File: src/rtl/banco_pkg.sv
// Shared types and default sizing for the banco register file.
package banco_pkg;

    typedef enum logic {
        ST_CLEAR = 1'b0,
        ST_READY = 1'b1
    } bancoState_t;

    localparam int DATA_W_DEF = 8;
    localparam int ADDR_W_DEF = 3;

endpackage

File: src/rtl/banco_clear_ctrl.sv
// Clear-sweep controller: walks every entry once after reset or a clear request,
// then reports the bank as ready.
module banco_clear_ctrl
    import banco_pkg::*;
#(
    parameter int ADDR_W = ADDR_W_DEF
) (
    input  logic              clk,
    input  logic              reset,
    input  logic              clr_req,
    output logic              ready,
    output logic              clr_we,
    output logic [ADDR_W-1:0] clr_addr
);

    localparam int DEPTH = 2 ** ADDR_W;
    // One extra bit keeps the terminal compare from wrapping back to zero.
    localparam logic [ADDR_W:0] LAST_PTR = (ADDR_W + 1)'(DEPTH - 1);
    localparam logic [ADDR_W:0] PTR_ONE  = (ADDR_W + 1)'(1);
    localparam logic [ADDR_W:0] PTR_ZERO = {(ADDR_W + 1){1'b0}};

    bancoState_t       state;
    bancoState_t       stateNext;
    logic [ADDR_W:0]   clrPtr;
    logic [ADDR_W:0]   clrPtrNext;
    logic              readyR;

    // State, pointer and ready registers.
    always_ff @(posedge clk or negedge reset) begin
        if (!reset) begin
            state  <= ST_CLEAR;
            clrPtr <= PTR_ZERO;
            readyR <= 1'b0;
        end else begin
            state  <= stateNext;
            clrPtr <= clrPtrNext;
            readyR <= (stateNext == ST_READY);
        end
    end

    // Sweep sequencing; clear requests only count once the bank is ready.
    always_comb begin
        stateNext  = state;
        clrPtrNext = clrPtr;
        case (state)
            ST_CLEAR: begin
                if (clrPtr == LAST_PTR) begin
                    stateNext  = ST_READY;
                    clrPtrNext = PTR_ZERO;
                end else begin
                    stateNext  = ST_CLEAR;
                    clrPtrNext = clrPtr + PTR_ONE;
                end
            end
            ST_READY: begin
                if (clr_req) begin
                    stateNext  = ST_CLEAR;
                    clrPtrNext = PTR_ZERO;
                end else begin
                    stateNext  = ST_READY;
                    clrPtrNext = clrPtr;
                end
            end
            default: begin
                stateNext  = ST_CLEAR;
                clrPtrNext = PTR_ZERO;
            end
        endcase
    end

    assign ready    = readyR;
    assign clr_we   = (state == ST_CLEAR);
    assign clr_addr = clrPtr[ADDR_W-1:0];

endmodule

File: src/rtl/banco_r_gen.sv
// Parametrised register file: two combinational read ports, one write port, sweep clear.
// Optional same-cycle write-to-read bypass when BANCO_BYPASS_EN is defined.
module banco_r_gen
    import banco_pkg::*;
#(
    parameter int DATA_W   = DATA_W_DEF,
    parameter int ADDR_W   = ADDR_W_DEF,
    parameter int ZERO_REG = 0
) (
    input  logic              clk,
    input  logic              reset,
    input  logic              clr_req,
    input  logic              w_en,
    input  logic [ADDR_W-1:0] addr_w,
    input  logic [DATA_W-1:0] data_in,
    input  logic [ADDR_W-1:0] addr_r1,
    input  logic [ADDR_W-1:0] addr_r2,
    output logic [DATA_W-1:0] rx,
    output logic [DATA_W-1:0] ry,
    output logic              ready
);

    localparam int DEPTH = 2 ** ADDR_W;
    localparam logic [DATA_W-1:0] DATA_ZERO = {DATA_W{1'b0}};
    localparam logic [ADDR_W-1:0] ADDR_ZERO = {ADDR_W{1'b0}};

    logic [DATA_W-1:0] mem [DEPTH];
    logic              clrWe;
    logic [ADDR_W-1:0] clrAddr;
    logic              userWe;
    logic              memWe;
    logic [ADDR_W-1:0] memAddr;
    logic [DATA_W-1:0] memData;
    logic              hitX;
    logic              hitY;

    function automatic logic isZeroAddr(input logic [ADDR_W-1:0] a);
        return (ZERO_REG != 0) && (a == ADDR_ZERO);
    endfunction

    banco_clear_ctrl #(.ADDR_W(ADDR_W)) u_clear_ctrl (
        .clk      (clk),
        .reset    (reset),
        .clr_req  (clr_req),
        .ready    (ready),
        .clr_we   (clrWe),
        .clr_addr (clrAddr)
    );

    // A clear request in the same cycle beats the write.
    assign userWe = ready && w_en && !clr_req && !isZeroAddr(addr_w);

`ifdef BANCO_BYPASS_EN
    assign hitX = userWe && (addr_w == addr_r1);
    assign hitY = userWe && (addr_w == addr_r2);
`else
    assign hitX = 1'b0;
    assign hitY = 1'b0;
`endif

    // Write-port mux: sweep has priority over user writes.
    always_comb begin
        memWe   = 1'b0;
        memAddr = addr_w;
        memData = data_in;
        if (clrWe) begin
            memWe   = 1'b1;
            memAddr = clrAddr;
            memData = DATA_ZERO;
        end else if (userWe) begin
            memWe   = 1'b1;
        end else begin
            memWe   = 1'b0;
        end
    end

    // Storage array; contents are only ever cleared by the sweep.
    always_ff @(posedge clk) begin
        if (memWe) begin
            mem[memAddr] <= memData;
        end
    end

    // Read muxes, forced to zero while the sweep runs.
    always_comb begin
        rx = DATA_ZERO;
        ry = DATA_ZERO;
        if (!ready) begin
            rx = DATA_ZERO;
            ry = DATA_ZERO;
        end else begin
            if (isZeroAddr(addr_r1)) begin
                rx = DATA_ZERO;
            end else if (hitX) begin
                rx = data_in;
            end else begin
                rx = mem[addr_r1];
            end
            if (isZeroAddr(addr_r2)) begin
                ry = DATA_ZERO;
            end else if (hitY) begin
                ry = data_in;
            end else begin
                ry = mem[addr_r2];
            end
        end
    end

endmodule

File: config.mk
export PLATFORM = sky130hd
export DESIGN_NAME = banco_r_gen
export DESIGN_NICKNAME = d
export VERILOG_FILES = /design/src/rtl/banco_pkg.sv /design/src/rtl/banco_clear_ctrl.sv /design/src/rtl/banco_r_gen.sv
export SDC_FILE = /design/constraint.sdc
export NUM_CORES = 1
export LEC_CHECK = 0
export ABC_AREA = 1
export CORE_UTILIZATION = 40
export CTS_CLUSTER_SIZE = 10
export DETAILED_ROUTE_END_ITERATION = 8
export PLACE_DENSITY_LB_ADDON = 0.25
export SETUP_SLACK_MARGIN = 0.1
export SYNTH_ARGS = -nofsm -noshare
export SYNTH_HDL_FRONTEND = slang
export SYNTH_SLANG_ARGS = --single-unit
File: constraint.sdc
create_clock -name clk -period 2.1 [get_ports clk]
set_clock_uncertainty 0.05 [all_clocks]
set_input_delay 0.21 -clock clk [delete_from_list [all_inputs] [get_ports clk]]
set_output_delay 0.21 -clock clk [all_outputs]
set_load 0.02 [all_outputs]
**Yosys cells after proc, flatten, opt, wreduce, memory -nomap -nowiden**

Memories as Yosys holds them, arrays and structs flattened.
Index checks and enable logic that the tools add are counted.

- Add/sub/neg operators: 1
- Equality and inequality tests: 2
- Mux-type cells: 14
- Bitwise logic cells: 1
- Reduce and logical (&&, ||, !) cells: 3

Operator list:

| operator | number |
|---|---|
| 2-to-1 mux 8 bit | 3 |
| 2-to-1 mux 4 bit | 2 |
| case mux 4 bit (2 select lines) | 1 |
| 2-to-1 mux 1 bit | 6 |
| adder 4 x 1 -> 4 bit (second input constant) | 1 |
| == test 4 x 3 -> 1 bit (second input constant) | 1 |
| 2-to-1 mux 3 bit | 1 |
| logical AND 1 bit | 2 |
| != test 2 bit (second input constant) | 1 |
| case mux 1 bit (2 select lines) | 1 |
| logical NOT 1 bit | 1 |
| NOT 1 bit | 1 |

- Flip-flop bits (word level): 5
- RAM bits: 64
- Input port bits: 21
- Memories: 1

Memory list:

| memory | words | bits a word | rd ports | clocked after Yosys merged registers in | wr ports | RTL line | text |
|---|---|---|---|---|---|---|---|
| mem | 8 | 8 | 2 | 0 | 1 | banco_r_gen.sv:27 | `logic [DATA_W-1:0] mem [DEPTH];` |

**Logic depth before layout (Yosys ltp)**

Gate-level depths: netlist of run 1.

- Depth after elaboration: 6
- Mapped depth: 8

**Cells and area by module**

Synthesis of run 1 repeated with hierarchy kept, for this count alone.

- Cells, all modules: 504
- Area, all modules: 3896.2 um^2

By module, submodules not included:

| module | instances | cells each | area an instance (um^2) | seq. area each (um^2) |
|---|---|---|---|---|
| banco_r_gen | 1 | 473 | 3631.0 | 1921.8 |
| banco_clear_ctrl | 1 | 31 | 265.3 | 125.1 |

**Worst setup path before layout of run 1**

OpenSTA, ideal clock, no wires.

- Path kind: reg-to-reg
- Start point: register u_clear_ctrl.state
- End point: memory mem[0][0] (netlist bit) (enable)
- Library setup time: 370 ps
- Arrival: 1382 ps
- Path slack: 297 ps
- Cell stages (with the launch flop): 6
- Path buffers: 0
- Cell sequence: dfrtp_1 inv_2 or2_1 o21ai_0 nand2_1 nor2_1

- Word-level cells in the longest chain between the ends: 6
- Elaborated cells between the ends (all ways): 7
- Those cells by class: mux: 5; reduce/logical: 2

RTL lines:

| element | RTL line | text |
|---|---|---|
| start: declaration | banco_clear_ctrl.sv:22 | `bancoState_t state;` |
| start signal: assignment | banco_clear_ctrl.sv:35 | `state <= stateNext;` |
| logical AND 1 bit (2 in series) | n/a |  |
| 2-to-1 mux 1 bit | n/a |  |
| 2-to-1 mux 1 bit | banco_r_gen.sv:66 | `if (clrWe) begin` |
| 2-to-1 mux 1 bit | banco_r_gen.sv:79 | `if (memWe) begin` |
| 2-to-1 mux 1 bit (implied by the code) | banco_r_gen.sv:80 | `mem[memAddr] <= memData;` |
| end: declaration | banco_r_gen.sv:27 |  |

Parallel ways exist; a longest one is shown, timed or not.

**Final worst setup path of run 1**

- Start point: input port addr_r1[0]
- End point: output port rx[7]

- Word-level cells in the longest chain between the ends: 2

RTL lines:

| element | RTL line | text |
|---|---|---|
| start: declaration | banco_r_gen.sv:16 | `input logic [ADDR_W-1:0] addr_r1,` |
| memory (8 x 8 bit) | n/a |  |
| 2-to-1 mux 8 bit | banco_r_gen.sv:88 | `if (!ready) begin` |
| end: declaration | banco_r_gen.sv:18 | `output logic [DATA_W-1:0] rx,` |

No other way between the ends.

==> results.toml, run 1 <==
[status]
outcome = "completed"

[flow_run]
maxCapViolations = 0

[floorplan]
initial_utilization_pct = 41.6
placeableCoreArea_sq_um = 9330
fp.dieArea_sq_um = 10100
die_width_um = 101
fp.dieH_um = 101
ios = 38
row_count = 35

[placement]
placed_area_sq_um = 4550
portBuffers = 37
place_inst = 667
dp_hpwl_mm = 6.88
place_congestion = 0.864

[setup_path]
worstPathArrival_ns = 1.66
path_max_fanout = 13
required_ns = 1.84
r2r.worst_path.cells = 8
cp-end-kind = "primary output"
start_kind = "primary input"
worstSetupPathType = "in -> out"

[grt]
antenna_found_initial = 0
grt_first_pass_wirelength_mm = 16.0
grt-ovfl-total = 0
grt_max_degree = 33
grt_usage_pct = 21.4
grt_pass1_vias = 3204

[synthesis]
ys_ff_latch = 69
synth_area_per_cell_sq_um = 7.85
synth_nets = 517
yosys_warnings = 0
syn_inst = 495
yosysUniqueCellTypes = 20
synth_area_sq_um = 3880
yosysSeqAreaShare_pct = 52.7

[sta]
fin_crit_ns = 1.92
drv_slew = 0
fin_crit_sh_pct = 91.6
clock.fmax_mhz = 520
setup_viol = 0
tightest_slew_ns = 0.351
grt_setup_unrepaired = "yes"
hold_viol = 0
slew_headroom_pct = 76.5

[power_and_ir_drop]
power_mw = 5.94
switching_share_pct = 37.4
vdd_drop_max_uv = 750
intPower_mw = 3.72
seq_power_share_pct = 40.2
p_leak_nw = 2.28
power.density_nw_per_um2 = 1270
p_clk_share_pct = 20.1
combPwrFrac_pct = 39.7
p_sw_mw = 2.22

[hold_path]
holdCritPathClass = "in -> async"

[finish]
drive_above_1_share_pct = 11.9
fin_area_sq_um = 4690
finalNonFillerCells = 683
regArea_sq_um = 2050
multiInputGateArea_sq_um = 1340
num_antenna_cells = 0
nFillCells = 927
layout.nets = 571
synthToLayoutAreaGrowth_pct = 20.7

[clock_tree]
tritoncts = "done"
htreeDepth = 3
cts_root_buf = "clkbuf_8"
ctsHoldBuffers = 0
cts.clk_slew.worst_paths_ns = 0.07
clk_latency_ns = 0.35
cts_buffer_depth = 2
cts_inserted_buffers = 9
clkSinkCount = 69

[detailed_routing]
drc = 0
drtAntennaViolNets = 0
post_drt_via_cell_ratio = 4.93
vias = 3367
wire_per_inst_um = 14.5
drtIter0Drc = 215
drt-total-wl_mm = 9.88
firstDrtPassIters = 5
[what timing repair did]
| action | in CTS | in global routing |
|---|---|---|
| gates resized for setup | 24 | 28 |
| endpoints found under the setup margin | 16 | 16 |
| endpoints found under the hold margin | 0 | 0 |
| pin swaps | 0 | 0 |
| buffers inserted | 0 | 0 |
[power groups by stage]
stage	Sequential [mW]	Clock (mW)	Combinational (mW)
floorplan	2.40	0	1.44
global placement	2.41	0	2.41
detailed placement	2.42	0	2.45
CTS	2.39	1.21	2.41
global route	2.43	1.27	2.65
finish	2.39	1.19	2.36
[synthesized netlist by cell type, drive strengths merged]
library cell  count  area share (%)
xor2              1            0.23
nor2             40             3.9
or2               2            0.32
nand3b            1            0.19
nand2           180              17
buf              25             4.7
ha                1            0.32
edfxtp           64              49
xnor2             1            0.23
inv              82             7.9
dfrtp             5             3.2
nand3            82              11
o211ai            1            0.19
o21ai             7            0.90
a22o              1            0.23
clkbuf            2            0.19
[per-stage QoR]
stage | hold slack, ns | setup WS, ns | TNS [ns] | utilization, %
global placement | 0.393 | -0.222 | -2.61 | 48.7
finish | 0.0323 | 0.177 | 0 | 50.3
detailed placement | 0.399 | -0.216 | -2.63 | 48.7
global route | 0.0422 | 0.0835 | 0 | 50.3
CTS | 0.0254 | 0.0564 | 0 | 51.0
floorplan | -0.136 | 0.297 | 0 | -
[state kept, by name, summed over array words and instances (netlist names)]
signal,flops
mem,64
u_clear_ctrl.clrPtr,4
u_clear_ctrl.state,1
[logic make-up after synthesis]
group                    share of synthesized area (%)
flip-flops                                        52.7
AND/OR/NAND/NOR                                   32.3
buffers and inverters                             12.9
XOR/XNOR                                         0.451
AO/OA/AOI/OAI                                     1.32
adder cells (fa/ha/maj)                          0.322
[routing by layer]
| metal | track usage [%] | wire (um) | share of wire (%) |
|---|---|---|---|
| met1 | 28.0 | 4360 | 44 |
| met2 | 35.1 | 4660 | 47 |
| met3 | 4.02 | 698 | 7.1 |
| met4 | 8.47 | 167 | 1.7 |
| met5 | 0 | 0 | 0 |
[critical path, stage by stage]
cell,delay [ns]
clkdlybuf4s50_1,0.54
inv_1,0.10
buf_4,0.20
nand2_1,0.07
nand3_1,0.06
nand3_1,0.08
nand2_1,0.05
nor2_1,0.14
buf_2,0.20
[layout by cell type (no fill, tap or decap), types with 2 or more instances in the layout]
master and count:
bufinv_16 2, clkbuf_1 2, clkbuf_8 10, o21ai_0 7, clkbuf_2 13, buf_2 3
dfrtp_1 5, edfxtp_1 64, nand3_1 82, buf_12 6, inv_1 79, nor2_1 40
inv_2 3, clkdlybuf4s50_1 21, buf_4 26, nand2_1 180
[path summary, 6_finish.rpt]
| path | start | slack, ns | to |
|---|---|---|---|
| setup reg to reg | u_clear_ctrl.state | 0.29 | mem[5][6] |
| hold reg to reg | u_clear_ctrl.clrPtr[3] | 0.51 | u_clear_ctrl.clrPtr[3] |
| hold / removal | reset | 0.03 | u_clear_ctrl.clrPtr[0] |
| setup / recovery | addr_r1[0] | 0.18 | rx[7] |
| max in group asynchronous | reset | 1.77 | u_clear_ctrl.state |
| min in group clk | clr_req | 0.48 | u_clear_ctrl.state |
[area by class of cell]
| cell class | instances | share of cell area (%) |
|---|---|---|
| clock buffers | 12 | 3.10 |
| clock inverters | 4 | 1.55 |
| inverters | 82 | 6.57 |
| multi-input cells | 317 | 28.5 |
| flip-flops and latches | 69 | 43.7 |
| well taps | 129 | 3.44 |
| repair buffers | 70 | 13.2 |
(Power assumes the default switching activity.)
==> run 2, diff against run 1 <==
CTS_CLUSTER_SIZE = 40   (was 10)
==> results of run 2 <==
Final layout, timing and power as in run 1 (identical DEF).
==> run 3, diff against run 2 <==
CTS_BUF_LIST = sky130_fd_sc_hd__clkbuf_4   (was default)
GPL_ROUTABILITY_DRIVEN = 0   (was default)
PLACE_DENSITY = 0.62   (was default)
PLACE_DENSITY_LB_ADDON = default   (was 0.25)
==> results.toml, run 3 (synthesis gave the netlist of run 1 again) <==
[detailed_routing]
drt-total-wl_mm = 9.82
drtAntennaViolNets = 0
firstDrtPassIters = 5
wire_per_inst_um = 14.4
vias = 3338
post_drt_via_cell_ratio = 4.89
drtIter0Drc = 312
drc = 0

[floorplan]
die_width_um = 101
initial_utilization_pct = 41.6
fp.dieH_um = 101
ios = 38
placeableCoreArea_sq_um = 9330
fp.dieArea_sq_um = 10100
row_count = 35

[power_and_ir_drop]
power.density_nw_per_um2 = 1220
vdd_drop_max_uv = 794
p_leak_nw = 2.25

[clock_tree]
cts_buffer_depth = 2
cts_root_buf = "clkbuf_4"
tritoncts = "done"
cts.clk_slew.worst_paths_ns = 0.11
cts_inserted_buffers = 9
clk_latency_ns = 0.41
clkSinkCount = 69
htreeDepth = 3

[sta]
fin_crit_sh_pct = 92.3
slew_headroom_pct = 77.4
tightest_slew_ns = 0.337
grt_setup_unrepaired = "yes"
hold_viol = 0
fin_crit_ns = 1.94
timing.final.ws_setup_ns = 0.161
setup_viol = 0
drv_slew = 0
clock.fmax_mhz = 516

[grt]
grt-ovfl-total = 0
grt_busiest_layer = "met2"
grt_use_met3_pct = 3.74
grt_usage_pct = 21.1
met2_usage_pct = 34.4
antenna_found_initial = 0
grt_first_pass_wirelength_mm = 15.8
grtUsageMet1_pct = 28.4
grt_max_degree = 32
grt_pass1_vias = 3095

[setup_path]
critPathSlowestCell = "clkdlybuf4s50_1"
slowest_delay_ns = 0.52
path_delay_family = "buffers and inverters"
worstSetupPathType = "in -> out"
worstPathArrival_ns = 1.68
cp-end-kind = "primary output"
critPathBufInv = 4
crit_chain = "clkdlybuf4s50_1, inv_1, buf_12, nand2_1, nand3_1, nand3_1, nand2_1, nor2_1, clkbuf_2"
path_max_fanout = 31
start_kind = "primary input"
required_ns = 1.84

[hold_path]
holdCritPathClass = "in -> reg"

[finish]
largest_register = "mem"
fin_util_pct = 49.5
top_regs = "mem x64, u_clear_ctrl.clrPtr x4, u_clear_ctrl.state x1"
layout_commonest_cell = "nand2_1"
num_antenna_cells = 0
drive_above_1_share_pct = 12.1
layout.nets = 571
synthToLayoutAreaGrowth_pct = 18.9
layout_common_cells = "180 x nand2_1, 82 x nand3_1, 79 x inv_1, 64 x edfxtp_1, 38 x nor2_1"
largest_reg_flops = 64

[placement]
dp_hpwl_mm = 6.92
place_ws_ns = -0.241
portBuffers = 37

[status]
outcome = "completed"

[flow_run]
maxCapViolations = 0
-- run 3: layout make-up --
cell class	count	area, sq um
clock buffer	10	75.1
clock inverter	6	77.6
fill	902	4710
inverter	82	308
multi-input combinational	317	1340
sequential	69	2050
tap	129	161
timing repair buffer	70	607
-- run 3: final timing paths --
kind	from	end	slack [ns]	cells past startpoint
max	addr_r1[0]	rx[4]	0.16	9
min	clr_req	u_clear_ctrl.state	0.42	4
max reg2reg	u_clear_ctrl.state	mem[0][1]	0.29	7
min reg2reg	u_clear_ctrl.clrPtr[1]	u_clear_ctrl.clrPtr[1]	0.52	1
max in group asynchronous	reset	u_clear_ctrl.state	1.32	2
min in group asynchronous	reset	u_clear_ctrl.clrPtr[0]	0.49	2
-- run 3: per-stage QoR --
step	TNS (ns)	power, mW	cell area [sq um]	hold slack (ns)	cells
4_1_cts	0	5.73	4680	0.408	683
5_1_grt	0	6.07	4620	0.470	683
6_report	0	5.65	4620	0.421	683
3_5_place_dp	-2.73	4.84	4530	0.395	666
2_1_floorplan	0	3.84	3880	-0.136	495
3_3_place_gp	-2.36	4.80	4530	0.396	666
-- run 3: what timing repair did --
action                                 4_1_cts  5_1_grt
gates resized for setup                     28       28
endpoints found under the hold margin        5        0
pin swaps                                    0        0
setup buffers                                0        0
hold buffers                                 1        0
setup endpoints to repair                   16       16
-- run 3: power breakdown --
| group | switching [mW] | total [mW] | internal [mW] |
|---|---|---|---|
| Combinational | 1.59 | 2.33 | 0.744 |
| Clock | 0.456 | 0.941 | 0.485 |
| Sequential | 0.148 | 2.38 | 2.23 |
-- run 3: worst reg2reg max path, cell delays in order (launching register included) --
cell     delay (ns)
dfrtp_1        0.36
buf_4          0.21
inv_2          0.10
or2_1          0.21
o21ai_0        0.13
nand2_1        0.13
nor2_1         0.10
buf_4          0.23
-- run 3: layer usage --
metal / part of all wire (%) / vias up / wire length [um]
li1: - / 1653 / -
met1: 46 / 1557 / 4500
met2: 48 / 114 / 4670
met3: 5.5 / 14 / 539
met4: 1.2 / 0 / 115
met5: 0 / - / 0
